## src/rtl/mem_access_pkg.sv

```systemverilog
// Shared types and helpers for the load/store sequencer between the control unit
// and the 64-bit data memory.
package mem_access_pkg;

   typedef enum logic [1:0] {
      SZ_B = 2'b00,
      SZ_H = 2'b01,
      SZ_W = 2'b10,
      SZ_D = 2'b11
   } size_e;

   typedef enum logic [1:0] {
      ST_IDLE,
      ST_READ,
      ST_WRITE,
      ST_DONE
   } state_e;

   localparam int MEM_LAT_MIN = 1;
   localparam int MEM_LAT_MAX = 15;

   function automatic logic is_misaligned(size_e size, logic [2:0] offset);
      case (size)
         SZ_H:    return offset[0];
         SZ_W:    return |offset[1:0];
         SZ_D:    return |offset;
         default: return 1'b0;
      endcase
   endfunction

   // Byte lanes touched by an aligned access of the given size at this offset.
   function automatic logic [7:0] lane_mask(size_e size, logic [2:0] offset);
      logic [7:0] base;
      case (size)
         SZ_B:    base = 8'h01;
         SZ_H:    base = 8'h03;
         SZ_W:    base = 8'h0F;
         default: base = 8'hFF;
      endcase
      return base << offset;
   endfunction

endpackage

```

## src/rtl/mem_access_ctrl_lane.sv

```systemverilog
// Little-endian lane steering: merges store bytes into a read dword and
// extracts/extends load bytes from a dword.
module ls_lane_unit
   import mem_access_pkg::*;
(
   input  logic [63:0] mem_dword,
   input  logic [63:0] wdata,
   input  size_e       size,
   input  logic [2:0]  offset,
   input  logic        is_unsigned,
   output logic [63:0] merged,
   output logic [63:0] extended
);

   logic [63:0] wdata_shifted;
   logic [63:0] rd_shifted;
   logic [7:0]  mask;

   assign wdata_shifted = wdata << {offset, 3'b000};
   assign rd_shifted    = mem_dword >> {offset, 3'b000};
   assign mask          = lane_mask(size, offset);

   // Only the selected lanes take store data; every other byte keeps memory contents.
   always_comb begin
      merged = mem_dword;
      for (int i = 0; i < 8; i++) begin
         if (mask[i]) begin
            merged[8*i +: 8] = wdata_shifted[8*i +: 8];
         end
      end
   end

   always_comb begin
      extended = rd_shifted;
      case (size)
         SZ_B: extended = is_unsigned ? {56'b0, rd_shifted[7:0]}
                                      : {{56{rd_shifted[7]}}, rd_shifted[7:0]};
         SZ_H: extended = is_unsigned ? {48'b0, rd_shifted[15:0]}
                                      : {{48{rd_shifted[15]}}, rd_shifted[15:0]};
         SZ_W: extended = is_unsigned ? {32'b0, rd_shifted[31:0]}
                                      : {{32{rd_shifted[31]}}, rd_shifted[31:0]};
         default: extended = mem_dword;
      endcase
   end

endmodule

```

## src/rtl/mem_access_ctrl.sv

```systemverilog
// Load/store sequencer: accepts one access, waits out memory read latency, does
// read-modify-write for sub-dword stores and extends sub-dword loads.
module mem_access_ctrl
   import mem_access_pkg::*;
#(
   parameter int MEM_LAT = 1
) (
   input  logic        CLK,
   input  logic        RESET,
   input  logic        req,
   input  logic        req_store,
   input  logic [1:0]  req_size,
   input  logic        req_unsigned,
   input  logic [63:0] req_addr,
   input  logic [63:0] req_wdata,
   output logic        busy,
   output logic        done,
   output logic        misaligned,
   output logic [63:0] rdata,
   output logic [63:0] mem_addr,
   output logic [63:0] mem_wdata,
   output logic        mem_wr,
   input  logic [63:0] mem_rdata
);

   if (MEM_LAT < MEM_LAT_MIN || MEM_LAT > MEM_LAT_MAX) begin : g_lat_check
      $error("mem_access_ctrl: MEM_LAT out of range 1..15");
   end

   localparam logic [3:0] LAT_LOAD = 4'(MEM_LAT - 1);

   state_e      state;
   size_e       size_q;
   logic        store_q;
   logic        unsigned_q;
   logic [2:0]  offset_q;
   logic [63:0] wdata_q;
   logic [3:0]  lat_cnt;
   logic [63:0] merged;
   logic [63:0] extended;

   ls_lane_unit u_lane (
      .mem_dword   (mem_rdata),
      .wdata       (wdata_q),
      .size        (size_q),
      .offset      (offset_q),
      .is_unsigned (unsigned_q),
      .merged      (merged),
      .extended    (extended)
   );

   // Sequencer FSM; outputs are registered alongside the state so mem_wr is high
   // exactly while in WRITE and clears asynchronously with RESET.
   always_ff @(posedge CLK or posedge RESET) begin
      if (RESET) begin
         state      <= ST_IDLE;
         busy       <= 1'b0;
         done       <= 1'b0;
         misaligned <= 1'b0;
         mem_wr     <= 1'b0;
         rdata      <= '0;
         mem_addr   <= '0;
         mem_wdata  <= '0;
         size_q     <= SZ_B;
         store_q    <= 1'b0;
         unsigned_q <= 1'b0;
         offset_q   <= '0;
         wdata_q    <= '0;
         lat_cnt    <= '0;
      end else begin
         case (state)
            ST_IDLE: begin
               if (req) begin
                  size_q     <= size_e'(req_size);
                  store_q    <= req_store;
                  unsigned_q <= req_unsigned;
                  offset_q   <= req_addr[2:0];
                  wdata_q    <= req_wdata;
                  mem_addr   <= {req_addr[63:3], 3'b000};
                  lat_cnt    <= LAT_LOAD;
                  busy       <= 1'b1;
                  if (is_misaligned(size_e'(req_size), req_addr[2:0])) begin
                     misaligned <= 1'b1;
                     done       <= 1'b1;
                     state      <= ST_DONE;
                  end else if (req_store && size_e'(req_size) == SZ_D) begin
                     mem_wdata <= req_wdata;
                     mem_wr    <= 1'b1;
                     state     <= ST_WRITE;
                  end else begin
                     state <= ST_READ;
                  end
               end
            end
            ST_READ: begin
               if (lat_cnt == 4'd0) begin
                  if (store_q) begin
                     mem_wdata <= merged;
                     mem_wr    <= 1'b1;
                     state     <= ST_WRITE;
                  end else begin
                     rdata <= extended;
                     done  <= 1'b1;
                     state <= ST_DONE;
                  end
               end else begin
                  lat_cnt <= lat_cnt - 4'd1;
               end
            end
            ST_WRITE: begin
               mem_wr <= 1'b0;
               done   <= 1'b1;
               state  <= ST_DONE;
            end
            ST_DONE: begin
               done       <= 1'b0;
               busy       <= 1'b0;
               misaligned <= 1'b0;
               state      <= ST_IDLE;
            end
            default: begin
               state <= ST_IDLE;
            end
         endcase
      end
   end

endmodule

```

## config.mk

```make
export PLATFORM = sky130hd
export DESIGN_NAME = mem_access_ctrl
export DESIGN_NICKNAME = d
export VERILOG_FILES = /design/src/rtl/mem_access_pkg.sv /design/src/rtl/mem_access_ctrl_lane.sv /design/src/rtl/mem_access_ctrl.sv
export SDC_FILE = /design/constraint.sdc
export NUM_CORES = 1
export LEC_CHECK = 0
export ABC_AREA = 1
export CAP_MARGIN = 20
export CORE_MARGIN = 3
export CORE_UTILIZATION = 45
export CTS_BUF_LIST = sky130_fd_sc_hd__clkbuf_16
export CTS_CLUSTER_DIAMETER = 40
export DETAILED_ROUTE_END_ITERATION = 8
export DONT_BUFFER_PORTS = 1
export MAX_ROUTING_LAYER = met4
export PLACE_DENSITY = 0.71
export SLEW_MARGIN = 25
export SYNTH_ARGS = -nofsm -noshare
export SYNTH_HDL_FRONTEND = slang
export SYNTH_SLANG_ARGS = --single-unit
export TNS_END_PERCENT = 10
```

## constraint.sdc

```tcl
create_clock -name CLK -period 7.55 [get_ports CLK]
set_clock_uncertainty 0.1 [all_clocks]
set_input_delay 0.755 -clock CLK [delete_from_list [all_inputs] [get_ports CLK]]
set_output_delay 0.755 -clock CLK [all_outputs]
set_load 0.01 [all_outputs]
```

; ---- Word-level counts from Yosys, hierarchy flattened
; Cells that the tools add are included.
[word_totals]
ff_bits = 270
word_cells = 98
in_bits = 199
out_inout_bits = 196
[op_classes]
shifts = 3
n_eq_ne = 16
addsub = 1
reduce_logical = 18
bitwise = 1
muxes = 45
[ops]
columns = cell, count
row1 = $mux W64, 8
row2 = $pmux W64 S3, 1
row3 = $pmux W64 S2, 1
row4 = $mux W8, 8
row5 = $shl A64 B6 Y64, 1
row6 = $shr A64 B6 Y32, 1
row7 = $pmux W8 S3, 1
row8 = $ne A2 B2 Y1 const B, 8
row9 = $mux W1, 13
row10 = $reduce_and A6 Y1, 2
row11 = $eq A2 B2 Y1 const B, 5
row12 = $reduce_and A3 Y1, 3
row13 = $mux W2, 4
row14 = $mux W4, 2
row15 = $pmux W2 S4, 1
row16 = $pmux W4 S2, 1
row17 = $shl A8 B3 Y8, 1
row18 = $eq A2 B1 Y1 const B, 3
row19 = $pmux W1 S3, 2
row20 = $reduce_and A2 Y1, 3
row21 = $logic_not A2 Y1, 2
row22 = $logic_not A4 Y1, 1
row23 = $pmux W1 S2, 2
row24 = $pmux W1 S4, 1
row25 = 8 further kinds, 9

; ---- Longest topological paths before layout
; Gate-level depths: netlist (run 1).
[logic_depth]
word_depth = 7
ltp_mapped = 14
ltp_nobuf = 12

; ---- By module
; A second synthesis (run 1) with hierarchy kept.
[unflattened]
hier_cells = 2334
area_unflattened_um2 = 16560.9
[by_module_without_submodules]
columns = mod, cells_per_inst, instances, area_per_inst_um2, seq_area_each_um2
row1 = mem_access_ctrl, 1277, 1, 11798.8, 6756.5
row2 = ls_lane_unit, 1057, 1, 4762.1, 0.0

; ---- Worst setup path after synthesis (run 1)
; No wires, ideal clock.
[synth_path]
kind = in2reg
start = in req_addr[0]
end = reg mem_wdata[16]
required_time_ns = 7.373
path_slack_ns = 5.630
stages = 8
setup_ns = 0.077
path_buffers = 1
arrival_ns = 1.743
path_cell_list = o21ai_0 nand2_1 nand2_1 nand3_1 inv_2 clkbuf_1 nor2_1 a21oi_1
[synth_between]
elab_chain_len = 6
word_cells_on_any_way = 7
classes_between = eq/ne (1) / mux (3) / reduce/logical (3)
[synth_lines]
columns = item, line_no
row1 = start: declaration, mem_access_ctrl.sv:14  ; input logic [63:0] req_addr,
row2 = $reduce_or A3 Y1 / $reduce_or A2 Y1 (equally long branches), "mem_access_pkg.sv:26, mem_access_pkg.sv:25"
row3 = $pmux W1 S3 (*), mem_access_pkg.sv:23  ; case (size)
row4 = $mux W1 (*), mem_access_ctrl.sv:73  ; if (req) begin
row5 = $mux W1 (*), mem_access_ctrl.sv:71  ; case (state)
row6 = $ne A2 B2 Y1 (no source line) (*), --
row7 = $reduce_and A6 Y1 (no source line) (*), --
row8 = end signal: assignment, mem_access_ctrl.sv:87  ; mem_wdata <= req_wdata;
row9 = end signal: assignment, mem_access_ctrl.sv:98  ; mem_wdata <= merged;
row10 = end: declaration, mem_access_ctrl.sv:21  ; output logic [63:0] mem_wdata,
; Every way passes the cells marked *; elsewhere a longest branch is shown, timed or not. The select of a mux whose other input is x is not followed.
; A chain may end at the register's enable or synchronous reset.

; ---- Final worst setup path (run 1)
[layout_path]
start = reg offset_q[0]
end = reg rdata[14]
[layout_between]
elab_chain_len = 3
word_cells_on_any_way = 5
classes_between = shift (1) / mux (4)
[layout_lines]
columns = item, line_no
row1 = start: declaration, mem_access_ctrl.sv:36  ; logic [2:0] offset_q;
row2 = start signal: assignment, mem_access_ctrl.sv:77  ; offset_q <= req_addr[2:0];
row3 = $shr A64 B6 Y32 (*), mem_access_ctrl_lane.sv:20  ; assign rd_shifted = mem_dword >> {offset, 3'b000};
row4 = "$mux W64, on equally long branches", "mem_access_ctrl_lane.sv:40, mem_access_ctrl_lane.sv:36, mem_access_ctrl_lane.sv:38"
row5 = $pmux W64 S3 (*), mem_access_ctrl_lane.sv:35  ; case (size)
row6 = end signal: assignment, mem_access_ctrl.sv:102  ; rdata <= extended;
row7 = end: declaration, mem_access_ctrl.sv:19  ; output logic [63:0] rdata,
; Every way passes the cells marked *; elsewhere a longest branch is shown, timed or not.

==> results.py, run 1 <==
metrics = {
    "grt": {
        "grt_pass1_vias": 15150,
        "grt_remaining_overflow": 0,
        "grt_pass1_wl_um": 94030,
        "antenna_found_initial": 1,
        "grt_use_total": 0.3298,
        "grt_max_degree": 107,
    },
    "route": {
        "drt_wl_total_um": 62190,
        "drt_pass1_iterations": 7,
        "ant_nets": 0,
        "num_vias": 16020,
        "viasPerCell": 5.751,
        "post-route-drc-count": 0,
        "wl_per_cell_um": 22.33,
        "drt_iter0_markers": 1849,
    },
    "critical_path": {
        "critPathCaptureType": "flip-flop",
        "critPathLaunchType": "flip-flop",
        "ff2ff_setup_slack_ns": 3.79,
        "critPathKind": "reg -> reg",
        "crit_required_ns": 7.91,
        "critical_path.max_fanout": 100,
        "worstPathArrival_ns": 4.11,
    },
    "hold_path": {
        "hold_path.class": "in -> reg",
    },
    "sta": {
        "finalHoldViolCount": 0,
        "period_share": 0.4975,
        "fmax_mhz": 266.3,
        "fin_tns_setup_ns": 0,
        "tightestPinTransition_ns": 1.006,
        "slew_violations": 0,
        "maxSlewHeadroom": 0.3290,
        "setup_violations": 0,
        "fin_crit_ns": 3.756,
        "rsz0062_at_grt": "no",
    },
    "floorplan": {
        "row_count": 68,
        "dieWidth_um": 194.1,
        "start_util": 0.4587,
        "dieArea_mm2": 0.03768,
        "chipHeight_um": 194.1,
        "core_mm2": 0.03471,
        "io_pins": 395,
    },
    "synthesis": {
        "synthCells": 2375,
        "syn_avg_cell_area_um2": 6.705,
        "yosys_warnings": 0,
        "yosysSeqAreaShare": 0.4243,
        "syn_area_mm2": 0.01592,
        "ys_ff_latch": 270,
        "ys_types": 33,
    },
    "final_layout": {
        "stdcell_area_mm2": 0.01760,
        "mostFrequentLayoutCell": "nand2_1",
        "fin_nets": 2499,
        "final_cell_mix": "nand2_1, dfrtp_1, nand3_1, o21ai_0, inv_1",
        "syn2layout_area_growth_pct": 10.51,
        "final_layout_size_suffix_gt1_frac": 0.06999,
    },
    "outcome": {
        "outcome": "finished, final reports clean",
    },
    "pwr": {
        "power.static_leakage_nw": 9.125,
        "power_density_mw_per_mm2": 530.8,
        "ir_drop_uv": 309.5,
    },
    "clock_network": {
        "cts_tree": "built",
        "root_buffer": "clkbuf_16",
        "postCtsHoldBufs": 1,
        "post_cts_buffers": 0,
        "cts.path.max_buffers": 3,
        "worstSkewPairLatency_ns": 0.57,
        "clk_pin_slew_worst_paths_ns": 0.06,
        "htreeDepth": 2,
        "cts_made_buffers": 45,
        "cts_resized": 0,
        "cts.sinks": 270,
    },
    "placed_design": {
        "portBuffers": 0,
        "place_hpwl_um": 44810,
        "dpl_cell_area_mm2": 0.01599,
        "gp_congestion": 1.000,
    },
    "job": {
        "cap_violations": 0,
    },
}
-- cells in the mapped netlist --
| cell type | count | area share |
|---|---|---|
| nand3_2 | 2 | 0.0013 |
| nand2_2 | 6 | 0.0024 |
| a31oi_1 | 1 | 0.00039 |
| buf_6 | 3 | 0.0021 |
| o21ai_1 | 21 | 0.0066 |
| clkbuf_1 | 69 | 0.016 |
| buf_2 | 58 | 0.018 |
| or2_1 | 2 | 0.00079 |
| a21oi_2 | 2 | 0.0011 |
| nand2_1 | 963 | 0.23 |
| o21ai_0 | 170 | 0.053 |
| ha_1 | 6 | 0.0047 |
| nor3_1 | 7 | 0.0022 |
| nor2_1 | 149 | 0.035 |
| nor2_4 | 1 | 0.00071 |
| conb_1 | 1 | 0.00024 |
| dfrtp_1 | 270 | 0.42 |
| o22a_1 | 5 | 0.0027 |
| buf_1 | 11 | 0.0026 |
| nand3b_1 | 6 | 0.0028 |
| inv_1 | 164 | 0.039 |
| a21oi_1 | 143 | 0.045 |
| or2_2 | 32 | 0.013 |
| buf_4 | 14 | 0.0066 |
| inv_2 | 11 | 0.0026 |
| xor2_1 | 1 | 0.00055 |
| nand3_1 | 181 | 0.057 |
| mux2_2 | 1 | 0.00071 |
| a21boi_0 | 2 | 0.00094 |
| nor2_2 | 3 | 0.0012 |
| o211ai_1 | 24 | 0.011 |
| nand4_1 | 34 | 0.013 |
| o22ai_1 | 12 | 0.0047 |
-- power by group --
| part | leakage, nW | switching, W | internal (W) |
|---|---|---|---|
| Combinational | 5.02 | 0.00294 | 0.00124 |
| Clock | 0.786 | 0.000784 | 0.00137 |
| Sequential | 3.32 | 0.000850 | 0.00215 |
| Total | 9.13 | 0.00457 | 0.00477 |
-- registers in the layout (all words and copies together) (netlist names) --
register    count
busy            1
done            1
lat_cnt         4
mem_addr       61
mem_wdata      64
mem_wr          1
misaligned      1
offset_q        3
rdata          64
size_q          2
state           2
store_q         1
unsigned_q      1
wdata_q        64
-- metrics by stage --
step | std cells | hold slack [ns] | utilization | total power, W | worst slack (ns)
floorplan | 2377 | 0.3530 | - | 0.005886 | 3.128
global placement | 2701 | 0.3708 | 0.4604 | 0.007025 | 4.040
detailed placement | 2701 | 0.3774 | 0.4605 | 0.007105 | 3.941
CTS | 2784 | 0.1599 | 0.5067 | 0.009311 | 3.920
global route | 2785 | 0.1760 | 0.5070 | 0.01003 | 3.445
finish | 2785 | 0.1885 | 0.5070 | 0.009341 | 3.794
-- worst max-delay path, stage by stage (launching register included) --
cell	delay [ns]
dfrtp_4	0.41
buf_4	0.52
buf_4	0.86
nand2_1	0.14
nand3_1	0.12
nand2_1	0.05
inv_1	0.05
nand2_1	0.07
nand2_2	0.51
nand2_1	0.35
o21ai_0	0.30
nand2_1	0.07
-- logic make-up (layout without fill, tap and decap cells) --
group,count (synthesis),count (layout),synth area share
and+or+nand+nor,1386,1386,0.3563
AOI/OAI and AO/OA,380,380,0.1262
buffers and inverters,330,282,0.08706
DFF,270,270,0.4243
adders and majority gates,6,6,0.004714
other,1,4,0.0002355
xor gates and xnor gates,1,1,0.0005501
muxes,1,1,0.0007071
-- metal layers --
layer	vias to the layer above	wire length (µm)	track usage
met5	-	0	-
met4	0	2720	0.1210
met3	146	6902	0.08897
met2	927	27580	0.4886
met1	7524	24990	0.4362
li1	7420	-	-
-- path summary, 6_finish.rpt --
path                            cells past startpoint                       end                     from
worst max register to register                     11     rdata[14]$_DFFE_PP0P_  offset_q[0]$_DFFE_PP0P_
min in group asynchronous                           2  mem_addr[58]$_DFFE_PP0P_                    RESET
max in group asynchronous                           4   offset_q[1]$_DFFE_PP0P_                    RESET
worst min-delay path                                2   mem_addr[3]$_DFFE_PP0P_              req_addr[3]
worst max-delay path                               11     rdata[14]$_DFFE_PP0P_  offset_q[0]$_DFFE_PP0P_
worst min register to register                      1    lat_cnt[0]$_DFFE_PP0P_   lat_cnt[0]$_DFFE_PP0P_
-- area by class of cell --
cell class	instances	area [µm²]
clock inverters	36	441.7
fillers	3551	17120
inverters	175	660.6
multi-input cells	1777	7811
clock buffers	46	1151
flip-flops and latches	270	6764
well taps	455	569.3
diodes	1	2.502
repair buffers	25	197.7
(Power assumes the default switching activity.)
==> run 2, diff against run 1 <==
==> constraint.sdc (replaced) <==
create_clock -name CLK -period 3.04 [get_ports CLK]
set_clock_uncertainty 0.1 [all_clocks]
set_input_delay 0.304 -clock CLK [delete_from_list [all_inputs] [get_ports CLK]]
set_output_delay 0.304 -clock CLK [all_outputs]
set_load 0.01 [all_outputs]
==> run 2 against run 1 <==
  * Clock power is 140% higher
  * Sequential cell count unchanged
  * Routed wire length rose by 7.7%
  * Sequential power increased to 2.5 times the previous value
  * Non-clock buffer count is 200 higher
  * Setup slack got worse by 3.6 ns
  * Cell count is 7.3% higher
  * Clock-buffer cell count rose by 1
  * Hold slack got worse by 0.17 ns
  * Core utilization up 5.9 points
==> results.py, run 2 (synthesized netlist as in run 1, its figures left out) <==
metrics = {
    "critical_path": {
        "ff2ff_setup_slack_ns": 0.22,
        "critPathLaunchType": "flip-flop",
        "path_cells": "buf_4 -> nand2_2 -> nor2_1 -> a21oi_1 -> nand2_1 -> nand2_1 -> nand2_2 -> nor2_1 -> o21ai_1 -> dlygate4sd3_1",
        "cp.buffers_inverters": 2,
        "cpPeakStageDelay_ns": 0.56,
        "worst_path_max_delay_cell": "dlygate4sd3_1",
        "worstPathArrival_ns": 3.24,
        "worstReg2RegStart": "offset_q[1]$_DFFE_PP0P_",
        "r2r_cells": 10,
        "critical_path.max_fanout": 41,
        "cp_top_family": "buffers and inverters",
        "timing.rr.end": "rdata[24]$_DFFE_PP0P_",
        "crit_required_ns": 3.46,
        "critPathCaptureType": "flip-flop",
        "critPathKind": "reg -> reg",
    },
    "floorplan": {
        "dieArea_mm2": 0.03768,
        "dieWidth_um": 194.1,
        "row_count": 68,
        "chipHeight_um": 194.1,
        "core_mm2": 0.03471,
        "io_pins": 395,
        "start_util": 0.4587,
    },
    "clock_network": {
        "clk_pin_slew_worst_paths_ns": 0.05,
        "post_cts_buffers": 0,
        "htreeDepth": 2,
        "cts_made_buffers": 46,
        "worstSkewPairLatency_ns": 0.58,
        "cts.sinks": 270,
        "cts_tree": "built",
        "cts.path.max_buffers": 3,
        "root_buffer": "clkbuf_16",
    },
    "final_layout": {
        "ff_latch_area_mm2": 0.006761,
        "top_regs": "mem_wdata x64, rdata x64, wdata_q x64",
        "nFillCells": 3243,
        "stdcell_count": 2989,
        "fin_nets": 2700,
        "syn2layout_area_growth_pct": 23.27,
        "final_layout_size_suffix_gt1_frac": 0.07388,
        "mostFrequentLayoutCell": "nand2_1",
        "final_cell_mix": "nand2_1, dfrtp_1, dlygate4sd3_1, nand3_1, o21ai_0",
        "multiInputGateArea_mm2": 0.007806,
    },
    "route": {
        "drt_wl_total_um": 66950,
        "drt_iter0_markers": 2039,
        "num_vias": 17090,
        "wl_met2_um": 29290,
        "maxUsedRoutingLayer": "met4",
        "wl_per_cell_um": 22.40,
        "viasPerCell": 5.719,
        "ant_nets": 0,
        "drt_pass1_iterations": 5,
        "route.met3.wl_um": 7333,
        "post-route-drc-count": 0,
        "met1_length_um": 26230,
    },
    "hold_path": {
        "min_delay_path_depth": 6,
        "hp-start": "mem_rdata[13]",
        "hold_path.class": "in -> reg",
        "min_to": "rdata[5]$_DFFE_PP0P_",
    },
    "pwr": {
        "pwr-share-clk": 0.221,
        "switchingPower_w": 0.01177,
        "p_int_w": 0.01197,
        "pwr-share-comb": 0.462,
        "power.static_leakage_nw": 9.983,
        "switching_share": 0.4957,
        "p_seq_frac": 0.317,
        "power_density_mw_per_mm2": 1210,
        "power.total_w": 0.02375,
        "ir_drop_uv": 766.8,
    },
    "sta": {
        "tightestPinTransition_ns": 0.8841,
        "finalHoldViolCount": 0,
        "fin_tns_setup_ns": 0,
        "rsz0062_at_grt": "no",
        "setup_slack_ns": 0.2211,
        "period_share": 0.9273,
        "holdWs_ns": 0.01812,
        "fmax_mhz": 354.7,
        "slew_violations": 0,
        "fin_crit_ns": 2.819,
        "setup_violations": 0,
        "maxSlewHeadroom": 0.4044,
    },
    "placed_design": {
        "dp_slack_ns": 0.6123,
        "place_hpwl_um": 45930,
        "dp_cells": 2719,
        "gp_congestion": 1.018,
        "portBuffers": 0,
    },
    "outcome": {
        "outcome": "finished, final reports clean",
    },
    "grt": {
        "grt_pass1_wl_um": 100800,
        "grt_max_degree": 117,
        "grt_remaining_overflow": 0,
        "antenna_found_initial": 2,
        "grt_pass1_vias": 16580,
        "grt_use_total": 0.3541,
    },
    "job": {
        "cap_violations": 0,
    },
}
run 2: area by class of cell:
class                           instances  share of cell area
Tap cell                              455             0.02900
Sequential cell                       270              0.3444
Antenna cell                            3           0.0003824
Multi-Input combinational cell       1777              0.3977
Clock buffer                           47             0.05991
Timing Repair Buffer                  225              0.1140
Inverter                              175             0.03372
Clock inverter                         37             0.02084
run 2: routing by layer:
metal,up-vias,track usage
li1,7827,-
met1,7947,0.4464
met2,1103,0.5272
met3,217,0.08688
met4,0,0.1902
met5,-,-
run 2: worst reg2reg max path, stage by stage, from the launching register on:
cell	delay (ns)
dfrtp_2	0.50
buf_4	0.46
nand2_2	0.22
nor2_1	0.14
a21oi_1	0.07
nand2_1	0.09
nand2_1	0.08
nand2_2	0.31
nor2_1	0.10
o21ai_1	0.13
dlygate4sd3_1	0.56
run 2: timing repair:
| item | CTS | global route |
|---|---|---|
| hold endpoints to repair | 298 | 0 |
| resized for setup | 0 | 1 |
| setup endpoints to repair | 0 | 1 |
| hold buffers | 183 | 0 |
run 2: worst max path at each step:
stage,slack (ns),cells past startpoint,to,startpoint
after floorplan,-0.93,1,busy$_DFFE_PP0P_,RESET
after global placement,0.66,8,mem_wdata[26]$_DFFE_PP0P_,offset_q[0]$_DFFE_PP0P_
after detailed placement,0.61,9,rdata[56]$_DFFE_PP0P_,offset_q[0]$_DFFE_PP0P_
after CTS,0.27,9,rdata[26]$_DFFE_PP0P_,state[1]$_DFFE_PP0P_
after global routing,0.03,10,rdata[24]$_DFFE_PP0P_,offset_q[1]$_DFFE_PP0P_
final,0.22,10,rdata[24]$_DFFE_PP0P_,offset_q[1]$_DFFE_PP0P_
run 2: power by group through the flow:
stage	sequential (W)	clock, W	combinational, W
2_1_floorplan	0.00682	0	0.00780
3_5_place_dp	0.00751	0	0.0104
6_report	0.00752	0.00526	0.0110
4_1_cts	0.00749	0.00533	0.0107
5_1_grt	0.00770	0.00548	0.0121
3_3_place_gp	0.00750	0	0.0102
run 2: stage by stage:
step / util / instance area, µm²
3_5_place_dp: 0.4667 / 16200
3_3_place_gp: 0.4667 / 16200
6_report: 0.5655 / 19630
5_1_grt: 0.5654 / 19630
2_1_floorplan: - / 15940
4_1_cts: 0.5651 / 19620
==> run 3, diff against run 2 <==
--- a/config.mk
+++ b/config.mk
@@ -8,13 +8,13 @@
 export ABC_AREA = 1
 export CAP_MARGIN = 20
 export CORE_MARGIN = 3
-export CORE_UTILIZATION = 45
+export CORE_UTILIZATION = 58
 export CTS_BUF_LIST = sky130_fd_sc_hd__clkbuf_16
 export CTS_CLUSTER_DIAMETER = 40
 export DETAILED_ROUTE_END_ITERATION = 8
 export DONT_BUFFER_PORTS = 1
 export MAX_ROUTING_LAYER = met4
-export PLACE_DENSITY = 0.71
+export PLACE_DENSITY = 0.85
 export SLEW_MARGIN = 25
 export SYNTH_ARGS = -nofsm -noshare
 export SYNTH_HDL_FRONTEND = slang
==> run 3 against run 2 <==
  * Die area is 22% lower
  * Maximum frequency is 1.3% lower
  * Via count is 2.9% higher
  * Global-route usage is 8.9 points higher
  * Combinational power hardly changed
  * Core utilization is 15 points higher
  * Clock power is 17% lower
  * Sequential cell count stayed put
  * Non-clock buffer count is 4 lower
  * Sequential share of layout area is 0.86 points higher
  * Setup slack worse by 0.037 ns
  * First-iteration DRC count is 16% higher
  * Highest routed layer unchanged
==> results.py, run 3 (synthesized netlist as in run 1, its figures left out) <==
metrics = {
    "clock_network": {
        "clk_pin_slew_worst_paths_ns": 0.06,
        "worstSkewPairLatency_ns": 0.53,
        "htreeDepth": 2,
        "cts.path.max_buffers": 3,
        "cts_tree": "built",
        "cts_made_buffers": 38,
        "cts.sinks": 270,
        "root_buffer": "clkbuf_16",
    },
    "grt": {
        "grt_max_degree": 181,
        "grt_pass1_vias": 16760,
        "grt_remaining_overflow": 0,
        "antenna_found_initial": 6,
        "grt_use_total": 0.4426,
        "grt_pass1_wl_um": 97590,
    },
    "critical_path": {
        "cp_top_family": "simple AND/OR/NAND/NOR gates",
        "path_cells": "buf_12 -> nor2_4 -> inv_1 -> nand2_1 -> nand2_2 -> nand2_1 -> nand2_1 -> nand2_1 -> a21oi_1 -> dlygate4sd3_1",
        "ff2ff_setup_slack_ns": 0.18,
        "worstPathArrival_ns": 3.16,
        "critical_path.max_fanout": 113,
        "r2r_cells": 10,
        "cpPeakStageDelay_ns": 0.55,
        "worst_path_max_delay_cell": "dlygate4sd3_1",
        "timing.rr.end": "mem_wdata[18]$_DFFE_PP0P_",
        "critPathKind": "reg -> reg",
        "path_common_cell": "nand2_1",
        "timing.critical_path.from": "offset_q[0]$_DFFE_PP0P_",
        "cp.buffers_inverters": 3,
        "critPathCaptureType": "flip-flop",
        "critPathLaunchType": "flip-flop",
        "crit_required_ns": 3.35,
        "worstReg2RegStart": "offset_q[0]$_DFFE_PP0P_",
    },
    "pwr": {
        "ir_drop_uv": 791.3,
        "power.total_w": 0.02296,
        "power.static_leakage_nw": 9.810,
        "power_density_mw_per_mm2": 1199,
    },
    "sta": {
        "finalHoldViolCount": 0,
        "setup_violations": 0,
        "period_share": 0.9395,
        "maxSlewHeadroom": 0.4867,
        "tightestPinTransition_ns": 0.7688,
        "slew_violations": 0,
        "fmax_mhz": 350.1,
        "rsz0062_at_grt": "no",
        "fin_crit_ns": 2.856,
    },
    "hold_path": {
        "min_to": "mem_wdata[31]$_DFFE_PP0P_",
        "hold_path.class": "in -> reg",
        "hp-start": "mem_rdata[31]",
        "min_delay_path_depth": 4,
    },
    "route": {
        "drt_pass1_iterations": 7,
        "drt_iter0_markers": 2356,
        "wl_per_cell_um": 22.84,
        "viasPerCell": 6.153,
        "ant_nets": 0,
        "drt_wl_total_um": 65330,
        "post-route-drc-count": 0,
        "num_vias": 17600,
    },
    "final_layout": {
        "fin_nets": 2688,
        "nFillCells": 2112,
        "ff_latch_area_mm2": 0.006761,
        "final_layout_size_suffix_gt1_frac": 0.06770,
        "top_regs": "mem_wdata x64, rdata x64, wdata_q x64",
        "stdcell_count": 2860,
        "mostFrequentLayoutCell": "nand2_1",
        "stdcell_area_mm2": 0.01915,
        "multiInputGateArea_mm2": 0.007809,
        "syn2layout_area_growth_pct": 20.26,
        "final_cell_mix": "nand2_1, dfrtp_1, nand3_1, dlygate4sd3_1, o21ai_0",
    },
    "floorplan": {
        "core_mm2": 0.02695,
        "chipHeight_um": 171.7,
        "row_count": 60,
        "start_util": 0.5909,
        "dieWidth_um": 171.7,
        "io_pins": 395,
        "dieArea_mm2": 0.02948,
    },
    "placed_design": {
        "gp_congestion": 1.096,
        "place_hpwl_um": 43540,
        "dp_cells": 2604,
        "portBuffers": 0,
        "dpl_cell_area_mm2": 0.01606,
    },
    "job": {
        "cap_violations": 0,
    },
    "outcome": {
        "outcome": "finished, final reports clean",
    },
}
run 3: changes by cell type in the layout (fill, tap and decap cells not counted), sizes merged:
cell	previous run	this run
buf	42	41
clkbuf	47	38
clkinv	17	10
diode	3	8
dlygate4sd3	183	180
run 3: power by group:
| group | internal, W | total (W) | switching [W] |
|---|---|---|---|
| clock network | 0.00261 | 0.00439 | 0.00179 |
| registers | 0.00534 | 0.00748 | 0.00214 |
| logic | 0.00344 | 0.0111 | 0.00765 |
| total | 0.0114 | 0.0230 | 0.0116 |
run 3: what timing repair did:
| action | CTS | global route |
|---|---|---|
| hold endpoints to repair | 256 | 0 |
| setup buffers | 0 | 0 |
| gates resized for setup | 0 | 4 |
| setup endpoints to repair | 0 | 1 |
| hold buffers | 180 | 0 |
run 3: area by class of cell:
type,instances,area share
Multi-Input combinational cell,1777,0.4077
Sequential cell,270,0.3531
Timing Repair Buffer,221,0.1156
Clock buffer,38,0.04965
Inverter,175,0.03463
Tap cell,341,0.02228
Clock inverter,30,0.01601
Antenna cell,8,0.001045
run 3: per-layer routing:
metal	vias to the layer above	share of wire	GRT usage
li1	7804	-	-
met5	-	0	-
met1	8096	0.37	0.5625
met3	287	0.13	0.1236
met4	0	0.059	0.2068
met2	1410	0.44	0.6586
run 3: stage by stage:
| stage | setup slack, ns | util | hold slack, ns | TNS [ns] |
|---|---|---|---|---|
| floorplan | -0.9314 | - | 0.3136 | -251.49 |
| global placement | 0.5629 | 0.5960 | 0.1738 | 0 |
| detailed placement | 0.4358 | 0.5960 | 0.1795 | 0 |
| CTS | 0.1215 | 0.7095 | 0.001718 | 0 |
| global route | 0.06825 | 0.7104 | 0.01675 | 0 |
| finish | 0.1839 | 0.7106 | 0.003287 | 0 |
run 3: worst min-delay path, delay by kind of cell:
| kind | cells | cell delay, ns |
|---|---|---|
| compound gates | 1 | 0.09 |
| simple gates | 3 | 0.19 |
run 3: worst max path at each step:
stage | endpoint | slack, ns | depth (start not counted)
floorplan | busy$_DFFE_PP0P_ | -0.93 | 1
global placement | rdata[37]$_DFFE_PP0P_ | 0.56 | 10
detailed placement | rdata[53]$_DFFE_PP0P_ | 0.44 | 10
CTS | mem_wdata[18]$_DFFE_PP0P_ | 0.12 | 12
global route | mem_wdata[18]$_DFFE_PP0P_ | 0.07 | 11
finish | mem_wdata[18]$_DFFE_PP0P_ | 0.18 | 10
